[config.mk]
export PLATFORM = sky130hd
export DESIGN_NAME = pc_controller
export DESIGN_NICKNAME = d
export VERILOG_FILES = /design/src/rtl/pc_controller.sv
export SDC_FILE = /design/constraint.sdc
export NUM_CORES = 1
export LEC_CHECK = 0
export CORE_ASPECT_RATIO = 1.4
export CORE_MARGIN = 2
export CORE_UTILIZATION = 41
export CTS_CLUSTER_DIAMETER = 60
export DETAILED_ROUTE_END_ITERATION = 8
export GPL_TIMING_DRIVEN = 0
export HOLD_SLACK_MARGIN = 0.02
export PLACE_DENSITY = 0.8
export SYNTH_ARGS = -nofsm -noshare
export SYNTH_HDL_FRONTEND = slang
export SYNTH_SLANG_ARGS = --single-unit
[constraint.sdc]
create_clock -name clk -period 2.4 [get_ports clk]
set_input_delay 0.48 -clock clk [delete_from_list [all_inputs] [get_ports clk]]
set_output_delay 0.48 -clock clk [all_outputs]
set_load 0.01 [all_outputs]
[src/rtl/pc_controller.sv]
// Program counter and instruction-fetch controller: a BOOT/FETCH/HOLD FSM that
// sequences fetch requests, applies trap/jump/branch redirects and counts completed fetches.
module pc_controller #(
  parameter logic [31:0] RESET_VECTOR = 32'h0000_0000,
  parameter logic [31:0] TRAP_VECTOR  = 32'h0000_0004
) (
  input  logic        clk,
  input  logic        rst_n,
  input  logic        stall,
  input  logic        branch_taken,
  input  logic [31:0] branch_target,
  input  logic        jump,
  input  logic [31:0] jump_target,
  input  logic        trap,
  input  logic        imem_ready,
  output logic [31:0] pc_out,
  output logic        imem_req,
  output logic        instr_valid,
  output logic        misalign,
  output logic [31:0] fetch_count
);

  // Fetch handshake: imem_req is held high in FETCH for pc_out; the fetch
  // completes (instr_valid) in any cycle where imem_req and imem_ready are both high.
  typedef enum logic [1:0] {
    BOOT  = 2'd0,
    FETCH = 2'd1,
    HOLD  = 2'd2
  } state_e;

  state_e      state_q, state_d;
  logic [31:0] pc_q, pc_d;
  logic        misalign_q, misalign_d;
  logic [31:0] count_q, count_d;

  always_comb begin
    state_d     = state_q;
    pc_d        = pc_q;
    misalign_d  = 1'b0;
    imem_req    = (state_q == FETCH);
    instr_valid = imem_req & imem_ready;
    count_d     = count_q + {31'd0, instr_valid};

    case (state_q)
      BOOT: begin
        state_d = FETCH;
      end
      FETCH: begin
        if (trap) begin
          pc_d = TRAP_VECTOR;
        end else begin
          if (instr_valid) begin
            // A misaligned redirect target diverts to the trap vector instead.
            if (jump) begin
              if (jump_target[1:0] != 2'b00) begin
                pc_d       = TRAP_VECTOR;
                misalign_d = 1'b1;
              end else begin
                pc_d = jump_target;
              end
            end else if (branch_taken) begin
              if (branch_target[1:0] != 2'b00) begin
                pc_d       = TRAP_VECTOR;
                misalign_d = 1'b1;
              end else begin
                pc_d = branch_target;
              end
            end else begin
              pc_d = pc_q + 32'd4;
            end
          end
          if (stall) begin
            state_d = HOLD;
          end
        end
      end
      HOLD: begin
        if (trap) begin
          pc_d    = TRAP_VECTOR;
          state_d = FETCH;
        end else if (!stall) begin
          state_d = FETCH;
        end
      end
      default: begin
        state_d = BOOT;
      end
    endcase
  end

  always_ff @(posedge clk) begin
    if (!rst_n) begin
      state_q    <= BOOT;
      pc_q       <= RESET_VECTOR;
      misalign_q <= 1'b0;
      count_q    <= 32'd0;
    end else begin
      state_q    <= state_d;
      pc_q       <= pc_d;
      misalign_q <= misalign_d;
      count_q    <= count_d;
    end
  end

  assign pc_out      = pc_q;
  assign misalign    = misalign_q;
  assign fetch_count = count_q;

endmodule
---- Word-level counts from Yosys, hierarchy flattened ----
Cells that the tools add are included.
operators by class
  reductions and logical operators ........ 7
  multiplexer cells ....................... 17
  bitwise operators ....................... 4
  add/subtract/negate cells ............... 2
  equality and inequality tests ........... 7
operators by type and width
  cell                                                   count
  2-to-1 mux 32 bit                                      7
  one-hot mux 32 bit (2 select lines)                    1
  adder 32 x 1 -> 32 bit                                 1
  adder 32 x 3 -> 32 bit, second input constant          1
  2-to-1 mux 2 bit                                       4
  inequality test 2 bit, second input constant           3
  one-hot mux 2 bit (3 select lines)                     1
  AND reduction 3 bit                                    2
  nonzero test 2 bit                                     3
  2-to-1 mux 1 bit                                       4
  OR reduction 4 bit                                     1
  inequality test 3 x 2 -> 1 bit, second input constant  1
  inequality test 3 bit, second input constant           1
  inverter 1 bit                                         3
  equality test 2 x 1 -> 1 bit, second input constant    1
  equality test 2 bit, second input constant             1
  logical NOT 2 bit                                      1
  AND 1 bit                                              1
storage, ports and cells
  word-level logic and storage cells ...... 41
  bits in registers ....................... 67

---- Depth between registers and ports, before layout ----
Gate-level depths: netlist of the first run.
  depth in word-level cells ............... 7
  depth in mapped cells ................... 10
  gate-level depth less buffers ........... 10

---- Worst setup path after synthesis of the first run ----
Ideal clock, no wire load.
  path kind ............................... flip-flop to flip-flop
  start ................................... register state_q[1]
  end ..................................... register count_q[26], in the netlist fetch_count[26]
  stages on the path, launching flop included .. 11
  library setup time ...................... 118 ps
  arrival time ............................ 2326 ps
  slack ................................... -44 ps
  cell sequence ........................... dfxtp_1 -> inv_1 -> ha_1 -> and2_1 -> ha_1 -> ha_1 -> inv_1 -> nor4_2 -> and3_1 -> nand2_1 -> mux2i_1
between the ends
  word-level cells in the longest chain between the ends .. 3
RTL lines
  what                          line  text
  start, declared               31    state_e state_q, state_d;
  start signal, assigned        98    state_q <= state_d;
  equality test 2 x 1 -> 1 bit  40    imem_req = (state_q == FETCH);
  net imem_req                  17    output logic imem_req,
  AND 1 bit                     41    instr_valid = imem_req & imem_ready;
  net instr_valid               18    output logic instr_valid,
  adder 32 x 1 -> 32 bit        42    count_d = count_q + {31'd0, instr_valid};
  end signal, assigned          101   count_q <= count_d;
  end, declared                 34    logic [31:0] count_q, count_d;
The timed path passes the listed nets, and every way through them passes these cells.
A chain may end at the register's enable or synchronous reset.

---- Worst setup path after layout of the first run ----
  start ................................... input port jump
  end ..................................... register pc_q[23], in the netlist pc_out[23]
between the ends
  word-level cells in the longest chain between the ends .. 4
RTL lines
  what                                 line  text
  start, declared                      12    input logic jump,
  2-to-1 mux 32 bit                    54    if (jump) begin
  2-to-1 mux 32 bit                    52    if (instr_valid) begin
  2-to-1 mux 32 bit                    49    if (trap) begin
  one-hot mux 32 bit (2 select lines)  44    case (state_q)
  end signal, assigned                 99    pc_q <= pc_d;
  end, declared                        32    logic [31:0] pc_q, pc_d;
Every way passes these cells. The select of a mux whose other input is x is not followed.

==> impl_results.md, run 1 <==
* WHS at 0.433 ns
* Cell Count Post-Placement at 748
* Post-synth ARST share at 0%
* Worst setup path class: primary input to flip-flop
* Crit. End Element: flip-flop
* DIE HEIGHT at 120 µm
* HPWL after DPL at 11,000 µm
* Max_cap viols at 0
* Area after DPL at 5480 µm²
* # DRC at 0
* Yosys warns at 0
* Post-Synthesis Cells at 501
* Hold buffers post-CTS at 0
* Htree depth at 3
* Most frequent cell after synthesis: dfxtp_1
* N_diodes at 0
* Final non-filler cell area at 6000 µm²
* GRT overflow at 0
* Comb pwr share at 28.7%
* GRT Overall Usage at 28.0%
* Ports at 138
* Min-delay worst type: flip-flop to flip-flop
* Fin crit period at 2.32 ns
* Worst-Skew Late Latency at 0.34 ns
* Max FO, Critical Path at 8
* Initial core utilization at 41.9%
* Initial antenna violation count at 0
* Clock sink count at 67
* Part of the power in registers at 32.6%
* Worst setup SP type: primary input
* Global-route wire length before repair at 22,800 µm
* Clock group share of total power at 38.8%
* Area delta synth->final at 51.3%
* Worst r2r dst: pc_out[25]
* Syn Nets at 580
* Fill cells at 782
* Nets at 733
* Pwr Density at 676 nW/µm²
* Final Hold Vio Count at 0
* Pint at 2.76 mW
* Fin crit share at 96.8%
* Startpoint of the lowest-slack hold path: pc_out[0]
* Top_reg_cell synth: dfxtp_1
* Pins Over Slew Limit at 0
* Post-synth top area share at 33.8%
* Number of global-route vias before repair at 4,547
* Port Buf Inserts at 137
* Layout cells sized above 1 at 9.41%
* FMAX at 430 MHz
* FF-to-FF path depth at 8
* Iteration count of the initial detailed-routing pass at 5
* Sequential share of the synthesized area at 33.8%
* Yosys reg bits at 67
* Non-filler cells, final at 769
* Number of enable flip-flop cells after synthesis at 0
* Static Leakage at 2.26 nW
* CP endpoint: pc_out[23]
* Max IR drop VDD at 0.000574 V
* Syn avg cell area at 7.91 µm²
* RR Startpoint: state_q[0]
* CP Launch Point: jump
* Clk slew on worst S/H paths at 0.06 ns
* Status: complete, no violations
* Slew HR at 60.2%
* Total number of vias at 4,575
* Ranking of synthesized cells by area: dfxtp_1 (34%), xor2_1 (6.4%), nand2_1 (5.9%)
* WP data arrival at 2.61 ns
* Final setup fails at 0
* Worst-case clock buffer depth at 2
* Net Sw Power at 1.29 mW
* Total Routed Length at 14,800 µm
* Sequential cell area at 1350 µm²
* Width of the chip at 87.1 µm
* Fin Clk Skew at 0.00749 ns
* Pin count of the biggest net entering global routing at 13
* Top post-synthesis cells by count: dfxtp_1 (67), nand2_1 (62), nor2_1 (58), o21ai_0 (34), xor2_1 (29)
* Final GP Congestion at 0.979
* Worst Tran Pin Value at 0.592 ns
* Multi-input gate area at 2570 µm²
* Yosys cell types at 55
* Required time of the worst setup path at 2.68 ns
* CTS Root Cell: clkbuf_16
* Sw Share at 31.8%
* Core area at 9460 µm²
* Routed len/inst at 19.2 µm
* Reg2Reg Setup Slack at 0.08 ns
* Rows at 42
* Number of DRC markers in iteration 0 at 286
* Largest area contributor in the netlist: dfxtp_1
* Core Util, Final at 63.4%
* Post-DR vias/cell at 5.95
* Synthesized cell area at 3960 µm²
* Num CTS Buffers at 9
* Die ar. at 10,500 µm²
* CTS tree: done
* Number of routed nets with antenna violations at 0
-- through the flow --
step,total power [mW],TNS [ns],setup WS [ns]
2_1_floorplan,1.88,0,0.0662
3_3_place_gp,2.37,-20.45,-0.594
3_5_place_dp,2.40,-21.51,-0.547
4_1_cts,3.98,0,0.00136
5_1_grt,4.18,-0.173,-0.167
6_report,4.05,0,0.0763
-- area by class of cell --
class | count | share of cell area, %
Multi-Input combinational cell | 394 | 42.8
Buffer | 21 | 1.67
Tap cell | 110 | 2.29
Sequential cell | 67 | 22.4
Clock buffer | 10 | 3.98
Inverter | 16 | 1.00
Timing Repair Buffer | 145 | 23.9
Clock inverter | 6 | 1.88
-- metal layers --
metal	track usage (%)	up-vias	routed length [µm]	part of all wire, %
met5	0	-	0	0
met4	14.5	0	499	3.4
met3	5.32	44	1130	7.6
met2	47.9	255	7520	51
met1	32.6	2149	5630	38
li1	-	2127	-	-
-- placed cells by master (no fill, tap or decap), drive strengths merged, types with 4 or more instances in the layout --
master         Yosys  routed
clkdlybuf4s50      0     136
mux2i              8       8
clkinv             1       4
xnor2              9       9
nor2              58      58
xor2              29      29
o31ai              6       6
and4               5       5
dfxtp             67      67
a221oi            10      10
and2               6       6
nor4b              5       5
nor3              12      12
a211o              4       4
nand2             62      62
nand3             27      27
and3              10      10
nand4             17      17
o21ai             34      34
a21oi             14      14
o32ai              7       7
ha                 8       8
or4                4       4
a22oi              8       8
buf                6      13
clkbuf            18      26
nand2b             9       9
nor4              10      10
inv               15      15
-- sequential cells by signal (all words and copies together), names as in the netlist --
| signal | cells |
|---|---|
| pc_out | 32 |
| misalign | 1 |
| state_q | 2 |
| fetch_count | 32 |
-- power groups by stage --
stage               sequential, mW  combinational, mW  clock [mW]
finish                        1.32               1.16        1.57
global placement              1.33               1.04           0
floorplan                     1.33              0.546           0
global route                  1.33               1.24        1.61
CTS                           1.31               1.10        1.57
detailed placement            1.33               1.07           0
-- worst min path at each step --
stage / slack (ns) / depth (start not counted) / to
CTS: 0.43 / 2 / pc_out[1]
global route: 0.46 / 2 / pc_out[1]
floorplan: 0.45 / 2 / pc_out[0]
detailed placement: 0.42 / 2 / pc_out[1]
finish: 0.43 / 2 / pc_out[0]
global placement: 0.42 / 2 / pc_out[0]
-- critical path, stage by stage --
cell and delay (ns):
clkdlybuf4s50_1 0.59, o21a_1 0.26, or2_1 0.25, or4_4 0.59, nor4b_2 0.29, a211o_1 0.13
-- cell families after synthesis --
group / Yosys count / share of synthesized area (%)
AOI/OAI and AO/OA: 107 / 18.7
xor gates and xnor gates: 38 / 8.40
adders and majority gates: 8 / 2.53
buffers and inverters: 40 / 4.20
DFF: 67 / 33.8
muxes: 8 / 2.02
and+or+nand+nor: 233 / 30.3
-- repair_timing --
| action | CTS | global route |
|---|---|---|
| pin swaps | 3 | 5 |
| setup buffers | 4 | 4 |
| gates resized for setup | 14 | 24 |
| endpoints found under the setup margin | 49 | 38 |
No activity file was read; power rests on OpenSTA's default activity.
==> inputs of run 2 (changes only) <==
--- a/config.mk
+++ b/config.mk
@@ -7,12 +7,14 @@
 export LEC_CHECK = 0
 export CORE_ASPECT_RATIO = 1.4
 export CORE_MARGIN = 2
-export CORE_UTILIZATION = 41
+export CORE_UTILIZATION = 69
 export CTS_CLUSTER_DIAMETER = 60
 export DETAILED_ROUTE_END_ITERATION = 8
+export DONT_BUFFER_PORTS = 1
 export GPL_TIMING_DRIVEN = 0
 export HOLD_SLACK_MARGIN = 0.02
-export PLACE_DENSITY = 0.8
+export MAX_ROUTING_LAYER = met4
+export PLACE_DENSITY = 0.88
 export SYNTH_ARGS = -nofsm -noshare
 export SYNTH_HDL_FRONTEND = slang
 export SYNTH_SLANG_ARGS = --single-unit
==> constraint.sdc (replaced) <==
create_clock -name clk -period 2.95 [get_ports clk]
set_input_delay 0.59 -clock clk [delete_from_list [all_inputs] [get_ports clk]]
set_output_delay 0.59 -clock clk [all_outputs]
set_load 0.01 [all_outputs]
==> impl_results.md, run 2 (synthesized netlist as in run 1, its figures left out) <==
* Routed len/inst at 20.1 µm
* HPWL after DPL at 8620 µm
* CP max stage delay at 0.56 ns
* Pwr Density at 614 nW/µm²
* Nets at 591
* Max FO, Critical Path at 7
* Die ar. at 6380 µm²
* Pins Over Slew Limit at 0
* Setup bufs post-CTS at 0
* Status: complete, no violations
* Layout cells sized above 1 at 5.80%
* Fin crit share at 94.5%
* Slew HR at 45.7%
* GRT Overall Usage at 38.4%
* FMAX at 359 MHz
* Initial core utilization at 71.7%
* RSZ-0062 raised after global routing: false
* Total Routed Length at 11,800 µm
* Port Buf Inserts at 0
* WHS at 0.315 ns
* Ports at 138
* CTS Root Cell: clkbuf_8
* Worst setup SP type: flip-flop
* Setup TNS at 0 ns
* Fill cells at 408
* Final Hold Vio Count at 0
* CTS tree: done
* Initial antenna violation count at 0
* Width of the chip at 68.1 µm
* Final setup fails at 0
* Commonest non-fill, non-tap cell in the layout: dfxtp_1
* Number of global-route vias before repair at 3,996
* Worst Tran Pin Value at 0.807 ns
* Clk slew on worst S/H paths at 0.07 ns
* Clock sink count at 67
* DIE HEIGHT at 93.7 µm
* Post-route setup slack at 0.162 ns
* Multi-input gate area at 2470 µm²
* Num CTS Buffers at 9
* Pin count of the biggest net entering global routing at 13
* Slowest-stage cell, CP: or4_1
* Number of routed nets with antenna violations at 0
* WP data arrival at 3.09 ns
* Post-DR vias/cell at 6.96
* N_diodes at 0
* Final GP Congestion at 1.01
* Required time of the worst setup path at 3.25 ns
* Sequential cell area at 1340 µm²
* Global-route wire length before repair at 18,100 µm
* Fin crit period at 2.79 ns
* CP Buf/Inv Count at 2
* Most frequent cells in the layout: dfxtp_1 (67), nand2_1 (62), nor2_1 (58)
* Min-delay worst type: primary input to flip-flop
* Crit path max-delay family: simple AND/OR/NAND/NOR gates
* Htree depth at 3
* Rows at 32
* Worst-case clock buffer depth at 2
* Dpl ws at 0.0435 ns
* Total number of vias at 4,070
* Core area at 5530 µm²
* Number of DRC markers in iteration 0 at 256
* Static Leakage at 1.63 nW
* Max_cap viols at 0
* Area delta synth->final at 8.90%
* Crit. End Element: flip-flop
* Worst setup path class: flip-flop to flip-flop
* Fin Clk Skew at 0.00991 ns
* Max IR drop VDD at 0.000387 V
* # DRC at 0
* GRT overflow at 0
* Iteration count of the initial detailed-routing pass at 5
* Worst path cell trace: inv_1 -> ha_1 -> or2_1 -> buf_6 -> nor4_2 -> nand2_1 -> or4_1 -> nand3_1
* Worst-Skew Late Latency at 0.36 ns
run 2: cell count changes in the layout (fill, tap and decap cells not counted), sizes merged:
cell           previous run  this run
buf                      13         6
clkbuf                   26        28
clkdlybuf4s50           136         0
dlymetal6s2s              1         0
run 2: power breakdown:
part	internal [mW]	switching (mW)
logic	0.213	0.389
clock network	0.586	0.370
registers	0.970	0.124
run 2: worst register-to-register path, stage by stage, from the launching register on:
cell	delay [ns]
dfxtp_1	0.41
inv_1	0.10
ha_1	0.26
or2_1	0.25
buf_6	0.14
nor4_2	0.55
nand2_1	0.38
or4_1	0.56
nand3_1	0.09
run 2: through the flow:
stage	power, mW	std cells	instance area [µm²]	utilization (%)
2_1_floorplan	1.53	501	3960	-
3_3_place_gp	1.67	569	4050	73.3
3_5_place_dp	1.69	569	4050	73.3
4_1_cts	2.63	585	4310	78.0
5_1_grt	2.74	585	4320	78.1
6_report	2.65	585	4320	78.1
run 2: final timing paths:
check                                 from         end  slack, ns  depth (start not counted)
worst max-delay path            state_q[0]  pc_out[25]       0.16                          8
worst min register to register   pc_out[1]   pc_out[1]       0.48                          2
worst max register to register  state_q[0]  pc_out[25]       0.16                          8
worst min-delay path                  trap    misalign       0.32                          1
run 2: final cells by class:
class                      instances  share of cell area (%)
clock inverter                     6                    2.61
tap                               68                    1.97
multi-input combinational        394                    57.3
sequential                        67                    31.1
inverter                          16                    1.39
buffer                            24                    2.46
clock buffer                      10                    3.19
run 2: per-layer routing:
layer | share of wire (%) | vias to the layer above | track usage (%) | wire (µm)
met5 | 0 | - | - | 0
met4 | 4.5 | 0 | 24.2 | 527
met3 | 11 | 58 | 8.63 | 1260
met2 | 51 | 276 | 65.0 | 6000
met1 | 34 | 1891 | 38.7 | 3970
li1 | - | 1845 | - | -
run 2: repair_timing:
item	in CTS	in global routing
setup endpoints to repair	4	8
pin swaps	0	1
resized for setup	1	1
hold buffers	0	0
==> inputs of run 3 (changes only) <==
--- a/config.mk
+++ b/config.mk
@@ -6,15 +6,15 @@
 export NUM_CORES = 1
 export LEC_CHECK = 0
 export CORE_ASPECT_RATIO = 1.4
-export CORE_MARGIN = 2
-export CORE_UTILIZATION = 69
+export CORE_MARGIN = 5
+export CORE_UTILIZATION = 65
 export CTS_CLUSTER_DIAMETER = 60
 export DETAILED_ROUTE_END_ITERATION = 8
 export DONT_BUFFER_PORTS = 1
 export GPL_TIMING_DRIVEN = 0
 export HOLD_SLACK_MARGIN = 0.02
 export MAX_ROUTING_LAYER = met4
-export PLACE_DENSITY = 0.88
+export PLACE_DENSITY = 0.84
 export SYNTH_ARGS = -nofsm -noshare
 export SYNTH_HDL_FRONTEND = slang
 export SYNTH_SLANG_ARGS = --single-unit
==> impl_results.md, run 3 (synthesized netlist as in run 1, its figures left out) <==
* Area delta synth->final at 7.04%
* Width of the chip at 76 µm
* CP max stage delay at 0.50 ns
* Global-route wire length before repair at 19,300 µm
* FMAX at 365 MHz
* Pwr Density at 574 nW/µm²
* Worst Tran Pin Value at 0.832 ns
* DIE HEIGHT at 102 µm
* Slowest-stage cell, CP: nor4_4
* N_diodes at 0
* Multi-input gate area at 2460 µm²
* GRT Overall Usage at 31.4%
* Number of routed nets with antenna violations at 0
* Max IR drop VDD at 0.000355 V
* WP data arrival at 3.01 ns
* Ports at 138
* Fin Clk Skew at 0.00530 ns
* Most frequent cells in the layout: dfxtp_1 (67), nand2_1 (62), nor2_1 (58)
* Worst setup path class: flip-flop to flip-flop
* Initial core utilization at 67.1%
* Rows at 33
* Sw Share at 35.8%
* Final GP Congestion at 0.939
* Setup TNS at 0 ns
* Detail Route met3 WL at 1350 µm
* Number of global-route vias before repair at 4,007
* Pin count of the biggest net entering global routing at 12
* GRT overflow at 0
* Static Leakage at 1.57 nW
* Status: complete, no violations
* Total number of vias at 3,987
* Nets at 591
* Clock group share of total power at 30.7%
* Final setup fails at 0
* Num CTS Buffers at 9
* Final Hold Vio Count at 0
* Routed len/inst at 20.7 µm
* HPWL after DPL at 9200 µm
* WL met1 at 4200 µm
* Port Buf Inserts at 0
* Max_cap viols at 0
* # DRC at 0
* Tot Pwr at 2.44 mW
* Met2 routed WL at 6210 µm
* Number of DRC markers in iteration 0 at 247
* Setup bufs post-CTS at 0
* Part of the power in registers at 44.9%
* Layout cells sized above 1 at 5.43%
* Fill cells at 483
* Iteration count of the initial detailed-routing pass at 5
* Pins Over Slew Limit at 0
* Worst-case clock buffer depth at 2
* Crit. End Element: flip-flop
* Top sig layer: met4
* Worst-Skew Late Latency at 0.35 ns
* Core area at 5900 µm²
* Sequential cell area at 1340 µm²
* Slew HR at 44.1%
* CTS Root Cell: clkbuf_8
* Clk slew on worst S/H paths at 0.07 ns
* CTS tree: done
* Commonest non-fill, non-tap cell in the layout: dfxtp_1
* Die ar. at 7780 µm²
* Most used cell, CP: ha_1
* Min-delay worst type: primary input to flip-flop
* Post-DR vias/cell at 6.80
* Total Routed Length at 12,100 µm
* Pint at 1.56 mW
* RSZ-0062 raised after global routing: false
* Max FO, Critical Path at 8
* Fin crit period at 2.74 ns
* Net Sw Power at 872 µW
* Initial antenna violation count at 0
* Worst setup SP type: flip-flop
* Worst path cell trace: inv_1 -> ha_1 -> and2_1 -> ha_1 -> ha_1 -> inv_1 -> nor4_4 -> and3_1 -> nand2_1 -> mux2i_1
* Required time of the worst setup path at 3.22 ns
* Clock sink count at 67
* Comb pwr share at 24.4%
* Htree depth at 3
* Fin crit share at 92.9%
==> run 3: cell types whose count changed in the layout (fill, tap and decap cells not counted) <==
cell,change
clkinv_4,-2
clkinv_2,+1
nor4_2,+1
clkbuf_8,-1
clkbuf_1,+1
clkinvlp_4,+2
nor4_4,-1
bufinv_16,-2
==> run 3: final cells by class <==
cell class / count / area share, %
plain buffers: 24 / 2.51
clock buffers: 10 / 3.01
clock inverters: 5 / 1.30
inverters: 16 / 1.42
multi-input cells: 394 / 58.1
flip-flops and latches: 67 / 31.6
well taps: 70 / 2.06
==> run 3: through the flow <==
step           utilization (%)  cell area (µm²)  std cells  hold slack, ns  worst slack [ns]
6_report                  71.9             4240        586           0.323             0.208
2_1_floorplan                -             3960        501           0.453             0.506
3_3_place_gp              68.6             4050        571           0.470            0.0515
3_5_place_dp              68.6             4050        571           0.469            0.0406
5_1_grt                   71.9             4240        586           0.321            0.0108
4_1_cts                   71.7             4230        586           0.317            0.0346
==> run 3: what timing repair did <==
item,in CTS,in global routing
endpoints found under the hold margin,0,0
hold buffers,0,0
gates resized for setup,0,1
setup endpoints to repair,0,10
==> run 3: worst paths after layout <==
| check | startpoint | endpoint | slack [ns] | cells past startpoint |
|---|---|---|---|---|
| min | trap | misalign | 0.32 | 1 |
| max | state_q[1] | fetch_count[30] | 0.21 | 10 |
| min reg2reg | pc_out[1] | pc_out[1] | 0.48 | 2 |
| max reg2reg | state_q[1] | fetch_count[30] | 0.21 | 10 |
==> run 3: per-layer routing <==
layer | vias to the layer above | GRT usage, %
li1 | 1849 | -
met1 | 1848 | 32.3
met3 | 34 | 7.41
met5 | - | -
met4 | 0 | 18.2
met2 | 256 | 54.7
==> run 3: critical path: cells and delay by family, from the launching register on <==
family	cells	cell delay, ns
AND/OR/NAND/NOR	4	1.15
adder cells (fa/ha/maj)	3	0.79
flip-flops	1	0.33
buffers and inverters	2	0.23
multiplexers	1	0.16
==> run 3: power groups by stage <==
stage / Sequential (mW) / Combinational [mW] / Clock (mW)
6_report: 1.09 / 0.594 / 0.748
3_5_place_dp: 1.11 / 0.582 / 0
3_3_place_gp: 1.11 / 0.565 / 0
4_1_cts: 1.09 / 0.585 / 0.745
2_1_floorplan: 1.08 / 0.444 / 0
5_1_grt: 1.10 / 0.661 / 0.789
